[src/rtl/axil_cfg_sequencer.sv]
// AXI4-Lite register-write sequencer: replays a stored script of writes, verified
// writes and timed waits to N_TARGETS AXI-Lite slaves over one shared master port.
module axil_cfg_sequencer #(
  parameter int N_TARGETS    = 2,
  parameter int DEPTH        = 64,
  parameter int ADDR_W       = 8,
  parameter int TIMEOUT_CYC  = 1024,
  parameter int ABORT_ON_ERR = 1,
  localparam int TGT_W   = (N_TARGETS > 1) ? $clog2(N_TARGETS) : 1,
  localparam int IDX_W   = $clog2(DEPTH),
  localparam int ENTRY_W = 34 + TGT_W + ADDR_W
) (
  input  logic                   aclk,
  input  logic                   aresetn,
  input  logic                   prog_we,
  input  logic [IDX_W-1:0]       prog_addr,
  input  logic [ENTRY_W-1:0]     prog_data,
  input  logic                   start,
  input  logic                   abort,
  output logic                   busy,
  output logic                   done,
  output logic                   error,
  output logic [1:0]             err_code,
  output logic [IDX_W-1:0]       err_step,
  output logic [IDX_W:0]         step_cnt,
  output logic [ADDR_W-1:0]      m_awaddr,
  output logic [2:0]             m_awprot,
  output logic [N_TARGETS-1:0]   m_awvalid,
  input  logic [N_TARGETS-1:0]   m_awready,
  output logic [31:0]            m_wdata,
  output logic [3:0]             m_wstrb,
  output logic [N_TARGETS-1:0]   m_wvalid,
  input  logic [N_TARGETS-1:0]   m_wready,
  input  logic [2*N_TARGETS-1:0] m_bresp,
  input  logic [N_TARGETS-1:0]   m_bvalid,
  output logic [N_TARGETS-1:0]   m_bready,
  output logic [ADDR_W-1:0]      m_araddr,
  output logic [2:0]             m_arprot,
  output logic [N_TARGETS-1:0]   m_arvalid,
  input  logic [N_TARGETS-1:0]   m_arready,
  input  logic [32*N_TARGETS-1:0] m_rdata,
  input  logic [2*N_TARGETS-1:0] m_rresp,
  input  logic [N_TARGETS-1:0]   m_rvalid,
  output logic [N_TARGETS-1:0]   m_rready
);

  localparam logic [1:0] OP_WRITE   = 2'd0;
  localparam logic [1:0] OP_WVERIFY = 2'd1;
  localparam logic [1:0] OP_WAIT    = 2'd2;
  localparam int TMO_W = $clog2(TIMEOUT_CYC + 1);

  typedef enum logic [3:0] {
    S_IDLE, S_FETCH, S_AW_W, S_B, S_AR, S_R, S_WAIT, S_NEXT, S_FIN
  } state_t;

  state_t state, state_d;

  logic [ENTRY_W-1:0]   script_mem [DEPTH];
  logic [ENTRY_W-1:0]   rd_entry, entry_q;
  logic [IDX_W-1:0]     idx;
  logic [31:0]          wait_cnt;
  logic [TMO_W-1:0]     tmo_cnt;
  logic                 aw_pend, w_pend, abort_seen;
  logic                 inc_step, err_set;
  logic [1:0]           err_class;

  logic [1:0]           rd_op, cur_op;
  logic [TGT_W-1:0]     rd_tgt, cur_tgt;
  logic [31:0]          rd_data, cur_data;
  logic [N_TARGETS-1:0] rd_sel, cur_sel;
  logic                 aw_hs, w_hs, b_hs, ar_hs, r_hs, tmo_hit;
  logic [1:0]           bresp_sel, rresp_sel;
  logic [31:0]          rdata_sel;

  // Script RAM only accepts writes while idle; its asynchronous read feeds the FETCH decode.
  always_ff @(posedge aclk) begin
    if (prog_we && state == S_IDLE)
      script_mem[prog_addr] <= prog_data;
  end

  assign rd_entry = script_mem[idx];
  assign rd_op    = rd_entry[ENTRY_W-1 -: 2];
  assign rd_tgt   = rd_entry[32+ADDR_W +: TGT_W];
  assign rd_data  = rd_entry[31:0];
  assign cur_op   = entry_q[ENTRY_W-1 -: 2];
  assign cur_tgt  = entry_q[32+ADDR_W +: TGT_W];
  assign cur_data = entry_q[31:0];

  // An out-of-range target shifts the one-hot select to zero, which marks the entry as a no-op.
  assign rd_sel  = N_TARGETS'(1) << rd_tgt;
  assign cur_sel = N_TARGETS'(1) << cur_tgt;

  assign aw_hs   = aw_pend && |(m_awready & cur_sel);
  assign w_hs    = w_pend && |(m_wready & cur_sel);
  assign b_hs    = (state == S_B) && |(m_bvalid & cur_sel);
  assign ar_hs   = (state == S_AR) && |(m_arready & cur_sel);
  assign r_hs    = (state == S_R) && |(m_rvalid & cur_sel);
  assign tmo_hit = (tmo_cnt == TMO_W'(TIMEOUT_CYC - 1));

  always_comb begin
    bresp_sel = '0;
    rresp_sel = '0;
    rdata_sel = '0;
    for (int i = 0; i < N_TARGETS; i++) begin
      if (cur_tgt == TGT_W'(i)) begin
        bresp_sel = m_bresp[2*i +: 2];
        rresp_sel = m_rresp[2*i +: 2];
        rdata_sel = m_rdata[32*i +: 32];
      end
    end
  end

  always_ff @(posedge aclk or negedge aresetn) begin
    if (!aresetn) state <= S_IDLE;
    else          state <= state_d;
  end

  always_comb begin
    state_d   = state;
    inc_step  = 1'b0;
    err_set   = 1'b0;
    err_class = 2'd0;
    unique case (state)
      S_IDLE: if (start) state_d = S_FETCH;
      S_FETCH: begin
        case (rd_op)
          OP_WRITE, OP_WVERIFY: state_d = (|rd_sel) ? S_AW_W : S_NEXT;
          OP_WAIT:              state_d = (rd_data == 32'd0) ? S_NEXT : S_WAIT;
          default: begin
            inc_step = 1'b1;
            state_d  = S_FIN;
          end
        endcase
      end
      S_AW_W: begin
        if ((!aw_pend || aw_hs) && (!w_pend || w_hs)) begin
          state_d = S_B;
        end else if (tmo_hit) begin
          err_set = 1'b1; err_class = 2'd3; state_d = S_FIN;
        end
      end
      S_B: begin
        if (b_hs) begin
          if (bresp_sel != 2'b00) begin
            err_set = 1'b1; err_class = 2'd1;
            state_d = (ABORT_ON_ERR != 0) ? S_FIN : S_NEXT;
          end else begin
            state_d = (cur_op == OP_WVERIFY) ? S_AR : S_NEXT;
          end
        end else if (tmo_hit) begin
          err_set = 1'b1; err_class = 2'd3; state_d = S_FIN;
        end
      end
      S_AR: begin
        if (ar_hs) begin
          state_d = S_R;
        end else if (tmo_hit) begin
          err_set = 1'b1; err_class = 2'd3; state_d = S_FIN;
        end
      end
      S_R: begin
        if (r_hs) begin
          if (rresp_sel != 2'b00) begin
            err_set = 1'b1; err_class = 2'd1;
          end else if (rdata_sel != cur_data) begin
            err_set = 1'b1; err_class = 2'd2;
          end
          state_d = (err_set && ABORT_ON_ERR != 0) ? S_FIN : S_NEXT;
        end else if (tmo_hit) begin
          err_set = 1'b1; err_class = 2'd3; state_d = S_FIN;
        end
      end
      S_WAIT: if (wait_cnt == 32'd1) state_d = S_NEXT;
      S_NEXT: begin
        inc_step = 1'b1;
        if (idx == IDX_W'(DEPTH - 1) || abort_seen || abort) state_d = S_FIN;
        else                                                 state_d = S_FETCH;
      end
      S_FIN:   state_d = S_IDLE;
      default: state_d = S_IDLE;
    endcase
  end

  // Run bookkeeping; a timeout drops the pending valids because the FSM leaves AW_W for FIN.
  always_ff @(posedge aclk or negedge aresetn) begin
    if (!aresetn) begin
      entry_q    <= '0;
      idx        <= '0;
      wait_cnt   <= '0;
      tmo_cnt    <= '0;
      aw_pend    <= 1'b0;
      w_pend     <= 1'b0;
      abort_seen <= 1'b0;
      step_cnt   <= '0;
      error      <= 1'b0;
      err_code   <= 2'd0;
      err_step   <= '0;
    end else begin
      if (state_d != state)
        tmo_cnt <= '0;
      else if (tmo_cnt != TMO_W'(TIMEOUT_CYC))
        tmo_cnt <= tmo_cnt + TMO_W'(1);

      aw_pend <= (state_d == S_AW_W) && ((state == S_FETCH) || (aw_pend && !aw_hs));
      w_pend  <= (state_d == S_AW_W) && ((state == S_FETCH) || (w_pend && !w_hs));

      if (state == S_FETCH) begin
        entry_q  <= rd_entry;
        wait_cnt <= rd_data;
      end else if (state == S_WAIT) begin
        wait_cnt <= wait_cnt - 32'd1;
      end

      if (state == S_IDLE && start) begin
        idx        <= '0;
        step_cnt   <= '0;
        error      <= 1'b0;
        err_code   <= 2'd0;
        err_step   <= '0;
        abort_seen <= 1'b0;
      end else begin
        if (abort && busy) abort_seen <= 1'b1;
        if (inc_step) step_cnt <= step_cnt + (IDX_W+1)'(1);
        if (state == S_NEXT && state_d == S_FETCH) idx <= idx + IDX_W'(1);
        if (err_set && !error) begin
          error    <= 1'b1;
          err_code <= err_class;
          err_step <= idx;
        end
      end
    end
  end

  assign busy      = (state != S_IDLE) && (state != S_FIN);
  assign done      = (state == S_FIN);
  assign m_awaddr  = entry_q[32 +: ADDR_W];
  assign m_araddr  = entry_q[32 +: ADDR_W];
  assign m_wdata   = cur_data;
  assign m_wstrb   = 4'hF;
  assign m_awprot  = 3'd0;
  assign m_arprot  = 3'd0;
  assign m_awvalid = aw_pend ? cur_sel : '0;
  assign m_wvalid  = w_pend ? cur_sel : '0;
  assign m_bready  = (state == S_B) ? cur_sel : '0;
  assign m_arvalid = (state == S_AR) ? cur_sel : '0;
  assign m_rready  = (state == S_R) ? cur_sel : '0;

endmodule

[config.mk]
export PLATFORM = sky130hd
export DESIGN_NAME = axil_cfg_sequencer
export DESIGN_NICKNAME = d
export VERILOG_FILES = /design/src/rtl/axil_cfg_sequencer.sv
export SDC_FILE = /design/constraint.sdc
export NUM_CORES = 2
export LEC_CHECK = 0
export ABC_AREA = 1
export CORE_MARGIN = 4
export CORE_UTILIZATION = 50
export CTS_CLUSTER_SIZE = 40
export DETAILED_ROUTE_END_ITERATION = 16
export MAX_ROUTING_LAYER = met4
export PLACE_DENSITY = 0.66
export SKIP_CTS_REPAIR_TIMING = 1
export SYNTH_ARGS = -nofsm -noshare
export SYNTH_HDL_FRONTEND = slang
export SYNTH_SLANG_ARGS = --single-unit
[constraint.sdc]
create_clock -name aclk -period 3.95 [get_ports aclk]
set_clock_uncertainty 0.2 [all_clocks]
set_input_delay 0.79 -clock aclk [delete_from_list [all_inputs] [get_ports aclk]]
set_output_delay 0.79 -clock aclk [all_outputs]
set_load 0.05 [all_outputs]
Word-level counts from Yosys, hierarchy flattened
Memory sizes are Yosys's and may differ from the RTL's. Index checks and enable logic that the tools add are counted.

Add/sub/neg operators: 4. Equal/unequal tests: 20. Shift operators: 2. Multiplexer cells: 63. Bitwise logic cells: 5. Reductions and logical operators: 47.

Operator list (count): $mux W32 (3); $mux W4 (10); $mux W2 (17); $eq A32 B1 Y1 const B (1); $logic_not A32 Y1 (1); $ne A32 B32 Y1 (1); $pmux W4 S8 (1); $sub A32 B1 Y32 const B (1); $mux W6 (4); $mux W11 (2); $mux W1 (19); $eq A4 B3 Y1 const B (4); $logic_and A1 B1 Y1 (16); $reduce_bool A2 Y1 (8); $mux W7 (2); $reduce_or A2 Y1 (7); $eq A4 B2 Y1 const B (3); $add A11 B1 Y11 const B (1); $eq A11 B10 Y1 const B (1); $ne A11 B11 Y1 const B (1); $and A2 B2 Y2 (5); $eq A4 B1 Y1 const B (2); $pmux W2 S4 (1); $pmux W4 S2 (1); 18 further kinds (29).

Register bits after elaboration: 115. Memory bits (writable): 2752. Input port bits: 136. Output and inout port bits: 86. Memories kept: 1.

Memory list: script_mem (depth 64, bits a word 43, read ports 1, clocked after Yosys merged registers in 0, wr ports 1, line 58) `logic [ENTRY_W-1:0] script_mem [DEPTH];`.

Logic depth before layout (Yosys ltp)
Word-level depth: 13. Depth in mapped cells: 25. Depth with buffers taken out: 21.

Least setup slack after synthesis
OpenSTA, ideal clock, no wires.

Path type: input -> register. Start point: in prog_we. End point: mem script_mem[12][0] (netlist bit) (enable). Library setup time: 0.444 ns. Data arrival time: 3.092 ns. Data required time: 3.306 ns. Path slack: 0.214 ns. Stages on the path: 4. Cell sequence: nand2_1 -> nor2_1 -> nand3_1 -> nor2_1.

Cells in the longest elaborated chain, start to end: 3.

RTL lines: start: declaration (line 15) `input logic prog_we,`; $logic_and A1 B1 Y1 (line 77) `if (prog_we && state == S_IDLE)`; $mux W1 (line 77); $mux W1 (not written as such) (line 78) `script_mem[prog_addr] <= prog_data;`; end: declaration (line 58).

No other way between the ends.

Worst setup path in the final report
Start point: reg idx[0]. End point: reg tmo_cnt[10].

Cells in the longest elaborated chain, start to end: 8. Elaborated cells on any way between the ends: 19.

RTL lines: start: declaration (line 60) `logic [IDX_W-1:0] idx;`; start signal: assignment (line 224) `if (state == S_NEXT && state_d == S_FETCH) idx <= idx + IDX_W'(1);`; branches (longest 5 deep; another with $mem_v2 Z64 W43); $pmux W4 S8 (*) (line 123) `unique case (state)`; named net state_d[0] (line 56) `state_t state, state_d;`; $ne A4 B4 Y1 (*) (line 199) `if (state_d != state)`; $mux W11 / $reduce_bool A2 Y1 (equally long branches); end signal: assignment (line 202) `tmo_cnt <= tmo_cnt + TMO_W'(1);`; end: declaration (line 62) `logic [TMO_W-1:0] tmo_cnt;`.

Mark *: on every way through the listed nets, which the timed path passes. A chain may end at the register's enable or synchronous reset.

==> impl_results.rst <==
.. list-table::
   :header-rows: 1

   * - Metric
     - Value
   * - Result of the run
     - complete, no violations
   * - Initial standard-cell utilization of the core
     - 50.3%
   * - Final instance area
     - 0.136 sq mm
   * - Sort of element at the start of the critical path
     - flip-flop
   * - Buffer cell driving the clock tree root
     - sky130_fd_sc_hd__clkbuf_16
   * - Power after layout
     - 0.0713 W
   * - Synthesized flop and latch total
     - 2867
   * - Unique masters post-synth
     - 57
   * - Max clock buf depth
     - 4
   * - Endpoint kind of the worst setup timing path
     - flip-flop
   * - Fmax
     - 259 MHz
   * - CTS tree
     - yes
   * - Setup repair after global routing missed its margin
     - false
   * - Post-synthesis instance area
     - 0.118 sq mm
   * - FFs w/ async S/R, synth
     - 4.01%
   * - Area Growth Syn to Fin
     - 15.2%
   * - Slew Limit Fails
     - 0
   * - H-tree depth
     - 5
   * - Number of vias per cell after detailed routing
     - 5.85
   * - Wire per inst
     - 25.7 microns
   * - Post-synth top area share
     - 69.9%
   * - Total Routing Usage GR
     - 29.4%
   * - I/O Buffers
     - 211
   * - Site row count
     - 178
   * - Data required time at the worst endpoint
     - 4.55 ns
   * - Clock Latency Late Sink
     - 0.90 ns
   * - Overall die area
     - 0.244 sq mm
   * - Post-Synthesis Cells
     - 10280
   * - Length of the first detailed-routing pass in iterations
     - 6
   * - Total grt overflow
     - 0
   * - Number of DRC markers in iteration 0
     - 10954
   * - Placed instance count
     - 13451
   * - Met3 usage
     - 4.64%
   * - Power density normalized to cell area
     - 524 mW/mm^2
   * - Fraction of the yosys area taken by sequential cells
     - 72.3%
   * - Chip Width
     - 494 microns
   * - Syn. warnings
     - 0
   * - Total length of routed wires
     - 359000 microns
   * - Average cell area after synthesis
     - 11.5 sq um
   * - Crit Path Category
     - reg2reg
   * - Met1 Usage GRT
     - 39.1%
   * - Dominant combinational cell family by area after synthesis
     - simple AND/OR/NAND/NOR gates
   * - Grt peak-use layer
     - met2
   * - Die Y
     - 494 microns
   * - Final Hold Vio Count
     - 0
   * - Minimum clock period after layout
     - 3.86 ns
   * - Library cell occupying the most area in the post-synthesis netlist
     - sky130_fd_sc_hd__edfxtp_1
   * - Clock Sinks
     - 2867
   * - Final estimated routing congestion in global placement
     - 0.862
   * - Share of the clock period used by the worst path after layout
     - 97.6%
   * - Max transition margin
     - 16.3%
   * - Count of flip-flops with a built-in enable after synthesis
     - 2752
   * - Count of pins on the block boundary
     - 222
   * - First-pass GRT wire length
     - 515000 microns
   * - Mux contribution to synthesized area
     - 0.00847%
   * - Compound-Gate Fraction of Synth Area
     - 7.58%
   * - Post-Synth Adder-Cell Area
     - 0.0635%
   * - Worst Max-Slew Pin Slew
     - 1.24 ns
   * - Basic-gate share of the synthesized area counting and, or, nand and nor cells
     - 15.5%
   * - Num CTS Buffers
     - 305
   * - Initial antenna violation count
     - 11
   * - Class of the worst hold path
     - in2reg
   * - Fraction of final layout cells with drive strength greater than 1
     - 9.61%
   * - Most used DFF post-synth
     - sky130_fd_sc_hd__edfxtp_1
   * - Detailed-placement wirelength estimate
     - 202000 microns
   * - Xor and xnor area share after synthesis
     - 0.385%
   * - Clock transition at the registers of the reported paths
     - 0.06 ns
   * - Arrival time of the worst setup path
     - 4.45 ns
   * - Final nets
     - 10767
   * - Number of failing setup endpoints in the final timing report
     - 0
   * - Via count
     - 81859
   * - Cell leakage power
     - 49.0 nW
   * - Max-cap violation count
     - 0
   * - Remaining DRCs
     - 0
   * - Maximum fanout encountered on the critical timing path
     - 125
   * - Final antenna-violating net count
     - 0
   * - Fill count
     - 18840
   * - Largest net degree at the start of global routing
     - 145
   * - Number of cells in the finished layout apart from fillers
     - 13993
   * - Number of global-route vias before repair
     - 77479
   * - Maximum vdd ir drop
     - 551 uV
   * - Biggest area contributors in the synthesized netlist
     - sky130_fd_sc_hd__edfxtp_1 (70%), sky130_fd_sc_hd__nand2_1 (6.4%), sky130_fd_sc_hd__nor2_1 (6.3%)
   * - Routing usage on met2
     - 45.4%
   * - Placed Instance Area
     - 0.127 sq mm
   * - Core region area
     - 0.235 sq mm
-- cell usage after synthesis (17+ instances only) --
master                     number
sky130_fd_sc_hd__buf_4        102
sky130_fd_sc_hd__inv_1        405
sky130_fd_sc_hd__xor2_1        45
sky130_fd_sc_hd__buf_2        214
sky130_fd_sc_hd__a21oi_1       99
sky130_fd_sc_hd__buf_1         50
sky130_fd_sc_hd__edfxtp_1    2752
sky130_fd_sc_hd__o22ai_1      112
sky130_fd_sc_hd__nor3_1        17
sky130_fd_sc_hd__o21ai_1       67
sky130_fd_sc_hd__clkbuf_1     271
sky130_fd_sc_hd__buf_6         22
sky130_fd_sc_hd__o211ai_1     108
sky130_fd_sc_hd__nor2_1      1970
sky130_fd_sc_hd__o21ai_0     1130
sky130_fd_sc_hd__a31oi_1       24
sky130_fd_sc_hd__nand3_1      587
sky130_fd_sc_hd__o221ai_1      56
sky130_fd_sc_hd__nand2_1     2019
sky130_fd_sc_hd__dfrtp_1      115
-- critical path, cell delays in order (launching register included) --
cell and delay, ns:
sky130_fd_sc_hd__dfrtp_4 0.51, sky130_fd_sc_hd__buf_12 0.16, sky130_fd_sc_hd__buf_4 0.14, sky130_fd_sc_hd__buf_12 0.16, sky130_fd_sc_hd__nor2_1 0.23, sky130_fd_sc_hd__nor2_1 0.05
sky130_fd_sc_hd__o21ai_1 0.07, sky130_fd_sc_hd__nand2_1 0.06, sky130_fd_sc_hd__nor2_1 0.13, sky130_fd_sc_hd__nor2_1 0.06, sky130_fd_sc_hd__nor2_1 0.19, sky130_fd_sc_hd__nor2_1 0.11
sky130_fd_sc_hd__nor2_2 0.17, sky130_fd_sc_hd__nand2_1 0.09, sky130_fd_sc_hd__nor2_1 0.13, sky130_fd_sc_hd__nand2_1 0.17, sky130_fd_sc_hd__nor2_1 0.14, sky130_fd_sc_hd__buf_4 0.12
sky130_fd_sc_hd__nand3_4 0.13, sky130_fd_sc_hd__nand2_2 0.12, sky130_fd_sc_hd__nand2_1 0.06, sky130_fd_sc_hd__nand2_2 0.10, sky130_fd_sc_hd__buf_12 0.15, sky130_fd_sc_hd__nor2_1 0.04
-- path summary, 6_finish.rpt --
| check | startpoint | end | slack (ns) | depth (start not counted) |
|---|---|---|---|---|
| max | idx[0] | tmo_cnt[10] | 0.09 | 23 |
| min | prog_data[32] | script_mem[20][32] | 0.15 | 1 |
| min in group asynchronous | aresetn | entry_q[17] | 0.41 | 3 |
| max in group asynchronous | aresetn | idx[0] | 2.26 | 3 |
| min reg2reg | entry_q[42] | entry_q[42] | 0.28 | 2 |
| max reg2reg | idx[0] | tmo_cnt[10] | 0.09 | 23 |
-- metrics by stage --
| step | TNS (ns) | hold slack (ns) | setup WS, ns | utilization [%] |
|---|---|---|---|---|
| after floorplan | 0 | 0.245 | 0.214 | - |
| after global placement | -6.11 | 0.267 | -0.396 | 53.8 |
| after detailed placement | -5.17 | 0.267 | -0.398 | 53.8 |
| after CTS | -5.20 | -0.172 | -0.423 | 57.7 |
| after global routing | 0 | 0.123 | 0.0425 | 57.9 |
| final | 0 | 0.153 | 0.0945 | 57.9 |
-- cell families (layout without fill, tap and decap cells) --
family | Yosys count | after routing
and+or+nand+nor | 4645 | 4645
DFF | 2867 | 2867
AOI/OAI and AO/OA | 1633 | 1633
buffers and inverters | 1074 | 1618
xor gates and xnor gates | 52 | 52
adders and majority gates | 6 | 6
other | 2 | 21
muxes | 1 | 1
-- cells in the final DEF, fill, tap and decap left out, types with 7 or more instances in the layout --
master                            instances
sky130_fd_sc_hd__clkdlybuf4s50_1        163
sky130_fd_sc_hd__clkbuf_1                76
sky130_fd_sc_hd__nand3_1                586
sky130_fd_sc_hd__o21ai_1                 71
sky130_fd_sc_hd__buf_16                   8
sky130_fd_sc_hd__o211ai_1               108
sky130_fd_sc_hd__o22ai_1                112
sky130_fd_sc_hd__o221ai_1                56
sky130_fd_sc_hd__nand2_2                  7
sky130_fd_sc_hd__nor2_4                  69
sky130_fd_sc_hd__nor3_1                  17
sky130_fd_sc_hd__nor2_1                1893
sky130_fd_sc_hd__o21ai_0               1126
sky130_fd_sc_hd__bufinv_16               15
sky130_fd_sc_hd__clkinv_2                40
sky130_fd_sc_hd__clkinvlp_4              10
sky130_fd_sc_hd__inv_1                  403
sky130_fd_sc_hd__conb_1                  10
sky130_fd_sc_hd__clkinv_1                54
sky130_fd_sc_hd__clkbuf_16              318
sky130_fd_sc_hd__a31oi_1                 24
sky130_fd_sc_hd__edfxtp_1              2752
sky130_fd_sc_hd__diode_2                 11
sky130_fd_sc_hd__xnor2_1                  7
sky130_fd_sc_hd__or2_2                   12
sky130_fd_sc_hd__nand2_1               2015
sky130_fd_sc_hd__nand4_1                 11
sky130_fd_sc_hd__a21oi_1                 99
sky130_fd_sc_hd__dfrtp_1                111
sky130_fd_sc_hd__nor2_2                  20
sky130_fd_sc_hd__buf_2                   43
sky130_fd_sc_hd__xor2_1                  45
sky130_fd_sc_hd__buf_4                  323
sky130_fd_sc_hd__buf_12                 133
-- power by group --
| part | switching [W] | internal (W) |
|---|---|---|
| Clock | 0.0113 | 0.0154 |
| Sequential | 0.000494 | 0.0340 |
| Combinational | 0.00711 | 0.00298 |
-- state kept, by name (all words and copies together), names as in the netlist, 4 cells and up --
signal	cells
step_cnt	7
tmo_cnt	11
script_mem	2752
state	4
err_step	6
wait_cnt	32
idx	6
entry_q	43
-- cell type report --
class                      count  area (sq um)  area share, %
sequential                  2867         85500           62.8
multi-input combinational   6347         28400           20.9
clock buffer                 391          8120           5.97
timing repair buffer         689          7470           5.49
tap                         3150          3940           2.89
inverter                     414          1610           1.18
clock inverter               123           987          0.725
antenna                       11          27.5         0.0202
timing repair inverter         1          11.3        0.00827
-- metal layers --
metal	vias up	wire [microns]
met5	-	0
met4	0	18100
met3	887	37200
met2	4562	167000
met1	40087	137000
li1	36323	-
Power figures use the tool's default switching activity.
